<file path="src/rtl/multicycle_control_fsm.sv">
// Multi-cycle RV32I control sequencer: FETCH/DECODE/EXEC/MEM/WB with memory
// ready handshakes, trap handling (illegal, ecall, ebreak, memory timeout) and a debug HALT state.
module multicycle_control_fsm #(
  parameter int TIMEOUT_W      = 8,
  parameter int TIMEOUT_CYCLES = 255,
  parameter bit HALT_ON_EBREAK = 1'b1
) (
  input  logic        clk,
  input  logic        reset,
  input  logic [6:0]  opcode,
  input  logic [11:0] funct12,
  input  logic        imem_ready,
  input  logic        dmem_ready,
  input  logic        resume,
  output logic        imem_req,
  output logic        ir_write,
  output logic        en_pc,
  output logic        RegWrite,
  output logic        AluSrc,
  output logic        Mem_read,
  output logic        Mem_write,
  output logic [1:0]  sel_data_to_reg,
  output logic [1:0]  Alu_op,
  output logic        trap,
  output logic [1:0]  trap_cause,
  output logic        halted,
  output logic [2:0]  state_o
);

  typedef enum logic [2:0] {
    S_FETCH  = 3'd0,
    S_DECODE = 3'd1,
    S_EXEC   = 3'd2,
    S_MEM    = 3'd3,
    S_WB     = 3'd4,
    S_TRAP   = 3'd5,
    S_HALT   = 3'd6
  } state_t;

  typedef enum logic [1:0] {
    CL_WB    = 2'd0,
    CL_LOAD  = 2'd1,
    CL_STORE = 2'd2,
    CL_NOWB  = 2'd3
  } class_t;

  localparam logic [TIMEOUT_W-1:0] TO_LAST = TIMEOUT_W'(TIMEOUT_CYCLES - 1);

  state_t                 state_q, state_d;
  class_t                 cls_q, cls_d;
  logic [TIMEOUT_W-1:0]   cnt_q, cnt_d;
  logic                   alusrc_q, alusrc_d;
  logic [1:0]             sel_q, sel_d;
  logic [1:0]             aluop_q, aluop_d;
  logic [1:0]             cause_q, cause_d;

  logic unused_funct12;
  assign unused_funct12 = ^funct12[11:1];

  always_ff @(posedge clk or posedge reset) begin
    if (reset) begin
      state_q  <= S_FETCH;
      cls_q    <= CL_NOWB;
      cnt_q    <= '0;
      alusrc_q <= 1'b0;
      sel_q    <= 2'b00;
      aluop_q  <= 2'b00;
      cause_q  <= 2'b00;
    end else begin
      state_q  <= state_d;
      cls_q    <= cls_d;
      cnt_q    <= cnt_d;
      alusrc_q <= alusrc_d;
      sel_q    <= sel_d;
      aluop_q  <= aluop_d;
      cause_q  <= cause_d;
    end
  end

  always_comb begin
    state_d   = state_q;
    cls_d     = cls_q;
    cnt_d     = '0;  // only meaningful while waiting; any entry to FETCH/MEM starts at zero
    alusrc_d  = alusrc_q;
    sel_d     = sel_q;
    aluop_d   = aluop_q;
    cause_d   = cause_q;
    imem_req  = 1'b0;
    ir_write  = 1'b0;
    en_pc     = 1'b0;
    RegWrite  = 1'b0;
    Mem_read  = 1'b0;
    Mem_write = 1'b0;
    trap      = 1'b0;
    halted    = 1'b0;

    case (state_q)
      S_FETCH: begin
        imem_req = 1'b1;
        if (imem_ready) begin
          ir_write = 1'b1;
          state_d  = S_DECODE;
        end else if (cnt_q == TO_LAST) begin
          cause_d = 2'b11;
          state_d = S_TRAP;
        end else begin
          cnt_d = cnt_q + 1'b1;
        end
      end

      S_DECODE: begin
        alusrc_d = 1'b0;
        sel_d    = 2'b00;
        aluop_d  = 2'b00;
        cls_d    = CL_NOWB;
        state_d  = S_EXEC;
        case (opcode)
          7'b0110011: begin alusrc_d = 1'b1; sel_d = 2'b01; aluop_d = 2'b01; cls_d = CL_WB; end
          7'b0010011: begin sel_d = 2'b01; aluop_d = 2'b10; cls_d = CL_WB; end
          7'b0000011: cls_d = CL_LOAD;
          7'b0100011: cls_d = CL_STORE;
          7'b1100011: aluop_d = 2'b11;
          7'b1101111,
          7'b1100111: begin sel_d = 2'b10; aluop_d = 2'b11; cls_d = CL_WB; end
          7'b0110111,
          7'b0010111: begin sel_d = 2'b11; aluop_d = 2'b11; cls_d = CL_WB; end
          7'b0001111: aluop_d = 2'b11;
          7'b1110011: begin
            aluop_d = 2'b11;
            cause_d = funct12[0] ? 2'b10 : 2'b01;
            state_d = S_TRAP;
          end
          default: begin
            cause_d = 2'b00;
            state_d = S_TRAP;
          end
        endcase
      end

      S_EXEC: begin
        case (cls_q)
          CL_LOAD, CL_STORE: state_d = S_MEM;
          CL_NOWB: begin
            en_pc   = 1'b1;
            state_d = S_FETCH;
          end
          default: state_d = S_WB;
        endcase
      end

      S_MEM: begin
        Mem_read  = (cls_q == CL_LOAD);
        Mem_write = (cls_q == CL_STORE);
        if (dmem_ready) begin
          if (cls_q == CL_LOAD) begin
            state_d = S_WB;
          end else begin
            en_pc   = 1'b1;
            state_d = S_FETCH;
          end
        end else if (cnt_q == TO_LAST) begin
          cause_d = 2'b11;
          state_d = S_TRAP;
        end else begin
          cnt_d = cnt_q + 1'b1;
        end
      end

      S_WB: begin
        RegWrite = 1'b1;
        en_pc    = 1'b1;
        state_d  = S_FETCH;
      end

      S_TRAP: begin
        trap = 1'b1;
        if (cause_q == 2'b11 || (cause_q == 2'b10 && HALT_ON_EBREAK)) begin
          state_d = S_HALT;
        end else begin
          en_pc   = 1'b1;
          state_d = S_FETCH;
        end
      end

      S_HALT: begin
        halted = 1'b1;
        if (resume) begin
          // a timed-out access is retried, so the PC must not move
          en_pc   = (cause_q != 2'b11);
          state_d = S_FETCH;
        end
      end

      default: state_d = S_FETCH;
    endcase

    // FETCH is the reset state, so its request must be masked while reset is held
    if (reset) begin
      imem_req  = 1'b0;
      ir_write  = 1'b0;
      en_pc     = 1'b0;
      RegWrite  = 1'b0;
      Mem_read  = 1'b0;
      Mem_write = 1'b0;
      trap      = 1'b0;
      halted    = 1'b0;
    end
  end

  assign AluSrc          = alusrc_q;
  assign sel_data_to_reg = sel_q;
  assign Alu_op          = aluop_q;
  assign trap_cause      = cause_q;
  assign state_o         = state_q;

endmodule

</file>
<file path="config.mk">
export PLATFORM = sky130hd
export DESIGN_NAME = multicycle_control_fsm
export DESIGN_NICKNAME = d
export VERILOG_FILES = /design/src/rtl/multicycle_control_fsm.sv
export SDC_FILE = /design/constraint.sdc
export NUM_CORES = 1
export LEC_CHECK = 0
export CORE_MARGIN = 2
export CORE_UTILIZATION = 41
export CTS_BUF_LIST = sky130_fd_sc_hd__clkbuf_4 sky130_fd_sc_hd__clkbuf_8 sky130_fd_sc_hd__clkbuf_16
export DETAILED_ROUTE_END_ITERATION = 8
export HOLD_SLACK_MARGIN = 0.05
export PLACE_DENSITY = 0.78
export SLEW_MARGIN = 0
export SYNTH_ARGS = -nofsm -noshare
export SYNTH_HDL_FRONTEND = slang
export SYNTH_SLANG_ARGS = --single-unit
export TNS_END_PERCENT = 50
</file>
<file path="constraint.sdc">
create_clock -name clk -period 1.4 [get_ports clk]
set_input_delay 0.28 -clock clk [delete_from_list [all_inputs] [get_ports clk]]
set_output_delay 0.28 -clock clk [all_outputs]
set_load 0.05 [all_outputs]
</file>
After elaboration in Yosys (flattened, before gate mapping)

Index checks and enable logic that the tools add are counted.
W data, S select, Z words.

Bits in registers: 20
Input bits: 24
Output and inout port bits: 18
Logic and storage cells: 92

Add/sub/neg operators: 1
Equality and inequality tests: 28
Multiplexer cells: 45
Reduce and logical (&&, ||, !) cells: 11

Operator list:

| operator              | number |
|---|---|
| $eq A7 B7 Y1 const B  | 4 |
| $mux W8               | 3 |
| $pmux W2 S3           | 4 |
| $mux W1               | 22 |
| $eq A7 B6 Y1 const B  | 3 |
| $mux W3               | 7 |
| $pmux W3 S6           | 1 |
| $pmux W8 S2           | 1 |
| $eq A7 B5 Y1 const B  | 2 |
| $ne A2 B2 Y1 const B  | 5 |
| $reduce_or A10 Y1     | 1 |
| $eq A3 B3 Y1 const B  | 3 |
| $add A8 B1 Y8 const B | 1 |
| $eq A2 B2 Y1 const B  | 4 |
| $eq A8 B8 Y1 const B  | 1 |
| $mux W2               | 4 |
| $reduce_or A2 Y1      | 4 |
| $eq A7 B2 Y1 const B  | 1 |
| $eq A7 B4 Y1 const B  | 1 |
| $reduce_or A7 Y1      | 1 |
| $eq A3 B2 Y1 const B  | 2 |
| $pmux W3 S2           | 1 |
| $reduce_or A6 Y1      | 1 |
| $pmux W1 S5           | 1 |
| other kinds (7)       | 7 |

Longest topological paths before layout

Gate-level depths: netlist of run 1.

Word-level depth: 5
Depth in mapped cells: 6
Gate-level depth less buffers: 6

Worst setup path before layout of run 1

Ideal clock, no wire load.

Path type: register to output
Start point: register state_q[0], in the netlist state_o[0]
End point: output ir_write
Arrival time: 3.027 ns
Required time: 1.120 ns
Path slack: -1.907 ns
Cell stages (with the launch flop): 4
Buffers on the path: 1
Cells stage by stage: dfrtp_1 clkbuf_1 nor4_1 and2_1

Word-level cells in the longest chain between the ends: 3

Ends and longest elaborated chain:

| element                | line | RTL |
|---|---|---|
| from (decl)            | 49   | `state_t state_q, state_d;` |
| from (signal assigned) | 70   | `state_q <= state_d;` |
| $logic_not A3 Y1       | 97   | `case (state_q)` |
| $mux W1                | 97   |  |
| $mux W1                | 198  | `if (reset) begin` |
| to (decl)              | 16   | `output logic ir_write,` |

No other way between the ends.

Worst setup path in the final report of run 1

Start point: register cls_q[1]
End point: output en_pc

Word-level cells in the longest chain between the ends: 5
Elaborated cells on any way between the ends: 7
Those cells by class: eq/ne (2); mux (5)

Ends and longest elaborated chain:

| element                | line | RTL |
|---|---|---|
| from (decl)            | 50   | `class_t cls_q, cls_d;` |
| from (signal assigned) | 71   | `cls_q <= cls_d;` |
| $eq A2 B1 Y1           | 155  | `if (cls_q == CL_LOAD) begin` |
| $mux W1                | 155  |  |
| $mux W1                | 154  | `if (dmem_ready) begin` |
| $pmux W1 S5 *          | 97   |  |
| $mux W1 *              | 198  |  |
| to (decl)              | 17   | `output logic en_pc,` |

Every way passes the cells marked *; elsewhere a longest branch is shown, timed or not.

==> flow_metrics.env, run 1 <==
export IMPL_drt_total_wl_um=5730
export IMPL_cap_violations=0
export IMPL_fp_dieH_um=60.2
export IMPL_maxSlewHeadroom=0.733
export IMPL_drc=0
export IMPL_cp_slowest_cell="dfstp_2"
export IMPL_worst_endpoint_required_ns=1.12
export IMPL_final_area_sq_um=2600
export IMPL_synth_ff_type="dfrtp_1"
export IMPL_placed_area_sq_um=2240
export IMPL_clk_pin_slew_ns=0.13
export IMPL_io_pins=42
export IMPL_wire_per_inst_um=20.1
export IMPL_fill_cells=147
export IMPL_largest_reg_flops=8
export IMPL_ys_seq_elements=20
export IMPL_slew_viol_final=0
export IMPL_cts_root_buf="clkbuf_4"
export IMPL_intPower_mw=2.77
export IMPL_multi_input_area_sq_um=976
export IMPL_irDropWorstVdd_mv=0.984
export IMPL_swShare=0.448
export IMPL_status="finished, violations left"
export IMPL_antennaDiodeCount=0
export IMPL_pre_cts_slack_ns=-0.576
export IMPL_violations="setup timing"
export IMPL_clockBufferDepth=2
export IMPL_ys_types=41
export IMPL_seq_area_sq_um=507
export IMPL_dieArea_sq_um=3620
export IMPL_holdCritPathClass="input pin to asynchronous set/reset pin"
export IMPL_grt_pass1_vias=1624
export IMPL_routabilityCongestion=0.918
export IMPL_syn_area_per_cell_sq_um=8.41
export IMPL_rows=20
export IMPL_synthTopCellsByArea="dfrtp_1, nor2_1, ha_1, nand2_1, o21ai_0"
export IMPL_ys_warn_count=0
export IMPL_crit_path_max_incr_delay_ns=0.57
export IMPL_via_per_inst=5.89
export IMPL_port_buffers=30
export IMPL_hold_violations=0
export IMPL_synth_seq_area_share=0.388
export IMPL_fp_dieW_um=60.2
export IMPL_setup_viol=30
export IMPL_power_density_nw_per_um2=1930
export IMPL_core_area_sq_um=3030
export IMPL_clock_sinks=20
export IMPL_synth_edf_count=0
export IMPL_clock_fmax_mhz=487
export IMPL_grt_pass1_wl_um=7650
export IMPL_antenna_left=0
export IMPL_seqPwrFrac=0.182
export IMPL_synth_net_count=184
export IMPL_finalCritPeriodShare=1.47
export IMPL_grt_max_degree=21
export IMPL_crit_family="flip-flops"
export IMPL_finalWorstSetupSlack_ns=-0.655
export IMPL_drive_above_1_share=0.560
export IMPL_synth_area_leader_cell="dfrtp_1"
export IMPL_netlist_area_sq_um=1290
export IMPL_arrival_ns=1.77
export IMPL_crit_path_cell_trace="inv_2 > ha_4 > nand2b_4 > o21ai_2 > a32oi_2 > nor2_4 > buf_12"
export IMPL_worst_setup_path_type="flop to primary output"
export IMPL_critPathMaxFanout=2
export IMPL_dp_hpwl_um=3180
export IMPL_fin_nets=272
export IMPL_async_reset_ff_frac=1.00
export IMPL_grt_use_total=0.289
export IMPL_cts_made_buffers=3
export IMPL_drt_pass1_iterations=4
export IMPL_cts_htree_levels=1
export IMPL_grt_overflow=0
export IMPL_synth_top_area_share=0.348
export IMPL_clockPowerShare=0.098
export IMPL_netlist_instances=154
export IMPL_fin_skew_ns=0.0108
export IMPL_fin_crit_ns=2.05
export IMPL_initial_core_util=0.428
export IMPL_syn2layout_area_growth_pct=101
export IMPL_power_mw=5.03
export IMPL_p_leak_nw=1.13
export IMPL_cp_num_buf_inv=2
export IMPL_combPwrFrac=0.720
export IMPL_clock_latency_ns=0.32
export IMPL_drtIter0Drc=80
export IMPL_tightest_slew_ns=0.396
export IMPL_grt_antenna_before_repair=0
export IMPL_grt_setup_unrepaired="true"
export IMPL_critPathLaunchType="flop"
export IMPL_p_switching_mw=2.25
export IMPL_top_register="cnt_q"
export IMPL_vias=1678
export IMPL_cts_tree="yes"
export IMPL_worstSetupEndpointType="primary output"
timing repair:
action / 4_1_cts / 5_1_grt
resized for setup: 36 / 28
pin swaps: 11 / 14
buffers inserted: 7 / 9
endpoints found under the setup margin: 28 / 31
gates cloned: 0 / 0
hold buffers: 0 / 0
cells by family after synthesis:
| group | count (synthesis) | synth area share |
|---|---|---|
| and+or+nand+nor | 66 | 0.249 |
| xor gates and xnor gates | 6 | 0.0406 |
| AOI/OAI and AO/OA | 39 | 0.206 |
| muxes | 1 | 0.00870 |
| buffers and inverters | 16 | 0.0493 |
| DFF | 20 | 0.388 |
| adders and majority gates | 6 | 0.0580 |
metrics by stage:
step | utilization | hold WS (ns) | setup TNS (ns) | instances
6_report | 0.860 | 0.542 | -6.48 | 285
3_5_place_dp | 0.739 | 0.534 | -8.66 | 269
4_1_cts | 0.805 | 0.485 | -4.62 | 279
3_3_place_gp | 0.739 | 0.515 | -7.39 | 269
2_1_floorplan | - | 0.251 | -3.20 | 154
5_1_grt | 0.860 | 0.574 | -7.73 | 285
placed cells by master, fill, tap and decap left out, types with 5 or more instances in the layout:
cell / n
buf_6: 10
nor2_2: 8
buf_4: 47
buf_12: 19
clkdlybuf4s50_1: 7
a31oi_1: 5
nor2_1: 10
nand2_1: 13
inv_1: 6
dlygate4sd2_1: 5
dfrtp_1: 15
o21ai_0: 8
cells in the mapped netlist, types with 2 or more instances:
library cell,n
o21ai_0,11
nand2b_1,4
dfstp_2,2
a211oi_1,2
clkbuf_1,3
ha_1,6
a31oi_1,7
xnor2_1,2
nor3b_1,2
nor3_1,2
nor2_1,21
and3_1,3
nand3_1,4
nor2b_1,3
xor2_1,4
inv_1,10
dfrtp_1,18
and2_1,2
a21oi_1,4
nand2_1,16
and4_1,3
nor4_1,3
o22ai_1,2
buf_2,3
final timing paths:
check	from	slack, ns	end	cells after the start
setup reg to reg	cls_q[1]$_DFFE_PP1P_	-0.31	state_o[2]$_DFFE_PP0P_	8
max in group asynchronous	reset	0.59	cls_q[0]$_DFFE_PP1P_	3
setup / recovery	cls_q[1]$_DFFE_PP1P_	-0.65	en_pc	7
hold / removal	reset	0.54	state_o[0]$_DFFE_PP0P_	3
hold reg to reg	cnt_q[0]$_DFF_PP0_	0.58	cnt_q[0]$_DFF_PP0_	2
min in group clk	opcode[5]	0.57	Alu_op[0]$_DFFE_PP0P_	4
layer usage:
| metal | part of all wire | up-vias | global-route usage |
|---|---|---|---|
| li1 | - | 726 | - |
| met1 | 0.34 | 809 | 0.318 |
| met2 | 0.54 | 111 | 0.531 |
| met3 | 0.059 | 32 | 0.0411 |
| met4 | 0.058 | 0 | 0.146 |
| met5 | 0 | - | 0 |
worst reg2reg max path: stages, from the launching register on:
cell       delay (ns)
dfstp_2          0.57
inv_2            0.05
ha_4             0.16
nand2b_4         0.15
buf_4            0.13
buf_4            0.14
a31oi_4          0.20
o21ai_2          0.08
o2bb2ai_1        0.13
power by group through the flow:
stage | Sequential (mW) | Combinational [mW] | Clock [mW]
after floorplan | 1.24 | 0.998 | 0
after global placement | 0.889 | 2.62 | 0
after detailed placement | 0.897 | 2.70 | 0
after CTS | 0.900 | 3.02 | 0.494
after global routing | 0.929 | 3.77 | 0.522
final | 0.915 | 3.62 | 0.495
cell type report:
class                           instances  share of cell area
Clock buffer                            3             0.00865
Sequential cell                        20               0.195
Clock inverter                          1              0.0115
Tap cell                               44              0.0212
Timing Repair Buffer                   89               0.375
Inverter                               10              0.0144
Multi-Input combinational cell        118               0.375
No activity file was read; power rests on OpenSTA's default activity.
==> run 2: changes to the inputs <==
CAP_MARGIN = 20   (was not set)
==> results of run 2 <==
Final layout, timing and power as in run 1 (identical DEF).
==> run 3: changes to the inputs <==
PLACE_DENSITY = 0.75   (was 0.78)
==> flow_metrics.env, run 3 (synthesized netlist as in run 1, its figures left out) <==
export IMPL_status="finished, violations left"
export IMPL_violations="setup timing"
export IMPL_fin_crit_ns=2.10
export IMPL_worst_setup_path_type="flop to primary output"
export IMPL_clockBufferDepth=2
export IMPL_clock_sinks=20
export IMPL_p_leak_nw=1.20
export IMPL_clock_fmax_mhz=476
export IMPL_crit_path_cell_trace="inv_2 > ha_4 > nand2b_4 > o21ai_2 > a32oi_2 > nor2_4 > buf_12"
export IMPL_cts_made_buffers=3
export IMPL_port_buffers=30
export IMPL_cts_root_buf="clkbuf_4"
export IMPL_antenna_left=0
export IMPL_r2r_cells=9
export IMPL_maxSlewHeadroom=0.718
export IMPL_grt_antenna_before_repair=0
export IMPL_dp_hpwl_um=3160
export IMPL_routabilityCongestion=0.912
export IMPL_worst_setup_path_startpoint="cls_q[1]$_DFFE_PP1P_"
export IMPL_dieArea_sq_um=3620
export IMPL_fp_dieW_um=60.2
export IMPL_hold_buffers=0
export IMPL_crit_family="flip-flops"
export IMPL_cp_slowest_cell="dfstp_2"
export IMPL_drt_total_wl_um=6800
export IMPL_top_register="cnt_q"
export IMPL_cp_num_buf_inv=2
export IMPL_power_mw=5.48
export IMPL_worstReg2RegEnd="state_o[2]$_DFFE_PP0P_"
export IMPL_vias=1798
export IMPL_arrival_ns=1.82
export IMPL_power_density_nw_per_um2=1990
export IMPL_multi_input_area_sq_um=1020
export IMPL_fill_cells=119
export IMPL_seq_area_sq_um=507
export IMPL_final_common_cell="buf_4"
export IMPL_worstSetupEndpointType="primary output"
export IMPL_syn2layout_area_growth_pct=112
export IMPL_drtIter0Drc=100
export IMPL_cts_tree="yes"
export IMPL_io_pins=42
export IMPL_grt_setup_unrepaired="true"
export IMPL_clk_pin_slew_ns=0.16
export IMPL_drc=0
export IMPL_critPathMaxFanout=2
export IMPL_clock_latency_ns=0.35
export IMPL_largest_reg_flops=8
export IMPL_hold_violations=0
export IMPL_core_area_sq_um=3030
export IMPL_timing_setup_tns_ns=-8.39
export IMPL_cts_htree_levels=1
export IMPL_final_core_util=0.908
export IMPL_hold_ws_ns=0.268
export IMPL_crit_path_max_incr_delay_ns=0.57
export IMPL_rows=20
export IMPL_fin_nets=284
export IMPL_grt_pass1_wl_um=8070
export IMPL_fin_skew_ns=0.0144
export IMPL_grt_use_total=0.304
export IMPL_fp_dieH_um=60.2
export IMPL_drt_pass1_iterations=5
export IMPL_grt_max_degree=21
export IMPL_drive_above_1_share=0.601
export IMPL_regToRegStartpoint="state_o[1]$_DFFE_PP0P_"
export IMPL_setup_viol=32
export IMPL_tightest_slew_ns=0.419
export IMPL_wire_per_inst_um=22.9
export IMPL_grt_pass1_vias=1706
export IMPL_holdCritPathClass="input pin to asynchronous set/reset pin"
export IMPL_r2r_setup_slack_ns=-0.42
export IMPL_critPathLaunchType="flop"
export IMPL_finalCritPeriodShare=1.50
export IMPL_antennaDiodeCount=0
export IMPL_initial_core_util=0.428
export IMPL_via_per_inst=6.05
export IMPL_cap_violations=0
export IMPL_slew_viol_final=0
export IMPL_finalWorstSetupSlack_ns=-0.699
export IMPL_final_cell_mix="buf_4, buf_12, dfrtp_1, buf_6, nand2_1"
export IMPL_worst_endpoint_required_ns=1.12
export IMPL_grt_overflow=0
export IMPL_irDropWorstVdd_mv=1.35
==> run 3: cell types whose count changed in the layout (fill, tap and decap cells not counted), moves of 2 or more <==
cell and delta:
a31oi_4 -2, nor2_4 +5, buf_4 +8, a21oi_2 +3, a21oi_1 -3, buf_6 +5
a211oi_2 +2, nor2_2 -4, a211oi_1 -2
==> run 3: worst max-delay path by stage <==
stage / endpoint / cells past startpoint
detailed placement: trap_cause[1]$_DFFE_PP0P_ / 6
CTS: en_pc / 7
global placement: trap_cause[0]$_DFFE_PP0P_ / 6
finish: en_pc / 7
floorplan: ir_write / 3
global route: en_pc / 7
==> run 3: layout make-up <==
| class | instances | share of cell area |
|---|---|---|
| tap | 44 | 0.0200 |
| sequential | 20 | 0.184 |
| inverter | 10 | 0.0146 |
| clock inverter | 1 | 0.0109 |
| timing repair buffer | 101 | 0.391 |
| multi-input combinational | 118 | 0.371 |
| clock buffer | 3 | 0.00819 |
==> run 3: layer usage <==
layer / vias to the layer above / GRT usage / share of wire
met2: 147 / 0.582 / 0.52
met3: 41 / 0.0346 / 0.082
met4: 0 / 0.105 / 0.058
met5: - / 0 / 0
li1: 748 / - / -
met1: 862 / 0.341 / 0.34
==> run 3: tightest hold or removal path: stages <==
cell and delay (ns):
dlygate4sd2_1 0.33, inv_1 0.13, buf_4 0.29
==> run 3: per-stage QoR <==
step | cells | worst slack, ns | instance area, sq um
5_1_grt | 297 | -0.706 | 2750
2_1_floorplan | 154 | -0.619 | 1390
6_report | 297 | -0.699 | 2750
3_5_place_dp | 277 | -0.596 | 2290
3_3_place_gp | 277 | -0.472 | 2290
4_1_cts | 289 | -0.570 | 2540
==> run 3: repair_timing <==
action                                  4_1_cts  5_1_grt
endpoints found under the setup margin       29       30
pin swaps                                    16       12
gates cloned                                  0        0
endpoints found under the hold margin         0        0
setup buffers                                 8       11
gates resized for setup                      44       41
==> run 3: power by group <==
group | switching [mW] | leakage [nW] | internal [mW]
clock | 0.246 | 0.0279 | 0.290
combinational | 2.05 | 0.912 | 1.95
sequential | 0.199 | 0.257 | 0.738
total | 2.50 | 1.20 | 2.98
